## src/rtl/pc_fetch_unit.sv

```systemverilog
// rtl/pc_fetch_unit.sv - program counter owner and single-outstanding instruction fetch FSM
// Optional HLT detection and HALTED state enabled by defining PC_FETCH_HALT_EN.
module pc_fetch_unit #(
  parameter logic [15:0] RESET_PC = 16'h0000
) (
  input  logic        clk,
  input  logic        rst_n,
  input  logic [15:0] pc_new,
  output logic [15:0] pc_current,
  output logic [15:0] pc_plus2,
  output logic        imem_req,
  output logic [15:0] imem_addr,
  input  logic [15:0] imem_rdata,
  input  logic        imem_valid,
  output logic [15:0] instruction,
  output logic        inst_valid,
  input  logic        inst_ready,
  output logic        halt
);

`ifdef PC_FETCH_HALT_EN
  typedef enum logic [1:0] {S_REQ, S_WAIT, S_HOLD, S_HALTED} state_t;
  logic halt_q, halt_d;
`else
  typedef enum logic [1:0] {S_REQ, S_WAIT, S_HOLD} state_t;
`endif

  state_t      state_q, state_d;
  logic [15:0] pc_q, pc_d;
  logic [15:0] instr_q, instr_d;

  always_ff @(posedge clk or negedge rst_n) begin
    if (!rst_n) begin
      state_q <= S_REQ;
      pc_q    <= RESET_PC;
      instr_q <= 16'h0000;
`ifdef PC_FETCH_HALT_EN
      halt_q  <= 1'b0;
`endif
    end else begin
      state_q <= state_d;
      pc_q    <= pc_d;
      instr_q <= instr_d;
`ifdef PC_FETCH_HALT_EN
      halt_q  <= halt_d;
`endif
    end
  end

  always_comb begin
    state_d = state_q;
    pc_d    = pc_q;
    instr_d = instr_q;
`ifdef PC_FETCH_HALT_EN
    halt_d  = halt_q;
`endif
    case (state_q)
      S_REQ: state_d = S_WAIT;
      S_WAIT: begin
        if (imem_valid) begin
          instr_d = imem_rdata;
          state_d = S_HOLD;
        end
      end
      S_HOLD: begin
        if (inst_ready) begin
`ifdef PC_FETCH_HALT_EN
          if (instr_q[15:12] == 4'hF) begin
            halt_d  = 1'b1;
            state_d = S_HALTED;
          end else begin
            pc_d    = pc_new & 16'hFFFE;
            state_d = S_REQ;
          end
`else
          pc_d    = pc_new & 16'hFFFE;
          state_d = S_REQ;
`endif
        end
      end
`ifdef PC_FETCH_HALT_EN
      S_HALTED: state_d = S_HALTED;
`endif
      default: state_d = S_REQ;
    endcase
  end

  // The reset state is REQ, so the request must be masked while rst_n is low.
  assign imem_req    = (state_q == S_REQ) && rst_n;
  assign imem_addr   = pc_q;
  assign pc_current  = pc_q;
  assign pc_plus2    = pc_q + 16'd2;
  assign instruction = instr_q;
  assign inst_valid  = (state_q == S_HOLD);
`ifdef PC_FETCH_HALT_EN
  assign halt        = halt_q;
`else
  assign halt        = 1'b0;
`endif

endmodule

```

## config.mk

```make
export PLATFORM = sky130hd
export DESIGN_NAME = pc_fetch_unit
export DESIGN_NICKNAME = d
export VERILOG_FILES = /design/src/rtl/pc_fetch_unit.sv
export SDC_FILE = /design/constraint.sdc
export NUM_CORES = 1
export LEC_CHECK = 0
export ABC_AREA = 1
export CORE_MARGIN = 5
export CORE_UTILIZATION = 34
export DETAILED_ROUTE_END_ITERATION = 7
export GPL_TIMING_DRIVEN = 0
export PLACE_DENSITY_LB_ADDON = 0.1
export RECOVER_POWER = 25
export SLEW_MARGIN = 20
export SYNTH_ARGS = -nofsm -noshare
export SYNTH_HDL_FRONTEND = slang
export SYNTH_SLANG_ARGS = --single-unit
```

## constraint.sdc

```tcl
create_clock -name clk -period 1.15 [get_ports clk]
set_input_delay 0.1725 -clock clk [delete_from_list [all_inputs] [get_ports clk]]
set_output_delay 0.1725 -clock clk [all_outputs]
set_load 0.1 [all_outputs]
```

==> run summary <==
status - finished with violations
failing checks - setup timing
Initial Utilization - 35.2%
I/O pin cnt - 103
vias in the first global route - 2082
post-synthesis sequential area ratio - 45.9%
TritonCTS Buffers - 5
CTS H-tree lvls - 2
slowest CP cell - dfrtp_4
crit path from - imem_addr[3]
CP max FO - 4
synthesized area - 1800 µm²
global-route usage over all layers - 21.4%
startpoint type of the worst setup path - flip-flop
Setup-failing EPs final - 78
DIE AREA - 6840 µm²
Post-Syn Instances - 220
Max Cap Viol - 0
setup_tns - -16.63 ns
GRT Residual Overflow - 0
Worst Reg2Reg Path Length in Cells - 7
diodes inserted - 0
area leader, netlist - dfrtp_1
commonest non-fill, non-tap cells in the layout - buf_12, buf_6, buf_4, clkdlybuf4s50_1, nand2_2
worst r2r src - state_q[1]
Die H - 82.7 µm
WS Path Type - reg -> out
hpwl dp - 4.05 mm
placed cell count - 390
Root Driver - clkbuf_8
initial drt markers - 90
Final Slew Violations - 0
row cnt - 26
synth-to-layout area growth - 151%
final hold vios - 0
Die Wd - 82.7 µm
RSZ-0062 raised after global routing - true
CP Cell Sequence - nand3_2, inv_2, nand2_1, xnor2_4, buf_12
Synth cell types - 25
layout cells sized above 1 - 68.9%
clk_lat worst skew - 0.29 ns
worst slew pin tran - 0.754 ns
first-pass GRT wire length - 10.8 mm
initial antenna violation count - 0
fin crit period - 1.93 ns
clk sinks - 33
number of port buffers - 96
syn_area_per_cell - 8.17 µm²
Max stage delay on crit path - 0.46 ns
gpl congestion - 0.833
CP Capture Type - output port
Slew HR - 49.8%
CORE AREA - 5110 µm²
terminus of the critical flop-to-flop path - imem_addr[12]
fin cells - 446
DRC - 0
post-route ant nets - 0
Synth area leaders - dfrtp_1, nand2_1, buf_4, inv_1, o21ai_0
Clk pin slew, worst setup/hold paths - 0.07 ns
Final Cycle Share - 168%
net count reported at finish - 412
WL/cell - 20.3 µm
Vias/cell - 4.83
final WL - 9.03 mm
worst clock skew - 0.00520 ns
TritonCTS clock tree - done
First-pass DRT Iterations - 4
WP data arrival - 1.76 ns
Synth top area share - 45.9%
HP Class - in -> async
synth warn - 0
Max Fclk - 518 MHz
largest net degree at the start of global routing - 18
commonest non-fill, non-tap cell in the layout - buf_12
detailed-route via count - 2156
Clock Path Buffers - 2
critical path required time - 0.98 ns
#FFs+latches synth - 33
setup ws final - -0.780 ns
R2R Setup Slk - -0.13 ns
## cell usage after synthesis, drive strengths merged
cell type  count
nand2         56
dfrtp         33
inv           28
buf           24
nor2          20
nand3         16
o21ai         16
a21oi          9
nand4          6
xor2           4
xnor2          3
clkbuf         1
conb           1
ha             1
nor3b          1
o31ai          1
## how the worst max path moves through the flow
| stage | to | slack (ns) | depth (start not counted) |
|---|---|---|---|
| final | pc_plus2[8] | -0.78 | 5 |
| after CTS | pc_plus2[15] | -0.73 | 6 |
| after floorplan | pc_plus2[9] | -0.79 | 5 |
| after global placement | imem_req | -2.28 | 3 |
| after detailed placement | pc_plus2[15] | -1.36 | 6 |
| after global routing | pc_plus2[8] | -0.81 | 5 |
## cell type report
cell class	instances	area (µm²)
buffer	21	230
clock buffer	8	80.1
fill	204	598
inverter	28	114
multi-input combinational	137	1150
sequential	33	905
tap	70	87.6
timing repair buffer	149	1940
## through the flow
stage	cell area (µm²)	hold WS (ns)	setup slack, ns	utilization (%)
2_1_floorplan	2180	-0.123	-0.789	-
3_3_place_gp	3230	0.471	-2.28	63.2
3_5_place_dp	3250	0.143	-1.36	63.6
4_1_cts	4100	0.406	-0.730	80.3
5_1_grt	4510	0.337	-0.809	88.3
6_report	4510	0.260	-0.780	88.3
## registers in the layout, summed over array words and instances, names as in the netlist
signal and count:
state_q 2, instruction 16, imem_addr 15
## kinds of logic (layout without fill, tap and decap cells)
group,count (synthesis),count (layout),share of synthesized area [%]
fa+ha+maj,1,1,0.696
other cells,1,4,0.209
xor+xnor,7,7,3.41
compound gates,26,26,9.05
simple gates,99,99,24.6
flops,33,33,45.9
buf+inv,53,206,16.1
## metal layers
layer / up-vias / share of wire [%] / global-route usage (%)
li1: 975 / - / -
met1: 1018 / 36 / 22.5
met2: 127 / 51 / 39.2
met3: 36 / 9.2 / 7.05
met4: 0 / 4.5 / 8.50
met5: - / 0 / 0
## worst max-delay path, delay by kind of cell (launching register included)
family / cells / cell delay [ns]
and+or+nand+nor: 2 / 0.38
xor gates and xnor gates: 1 / 0.24
DFF: 1 / 0.46
buffers and inverters: 2 / 0.37
## timing repair
item                                    in CTS  in global routing
pin swaps                                   11                 17
endpoints found under the hold margin       16                  0
cloned                                       4                  1
hold buffers                                 2                  0
endpoints found under the setup margin      83                 95
gates resized for setup                    561                 88
setup buffers                               18                 28
Power is not shown: default switching activity piles up to over one toggle a cycle in this logic, so the estimate is an artifact.
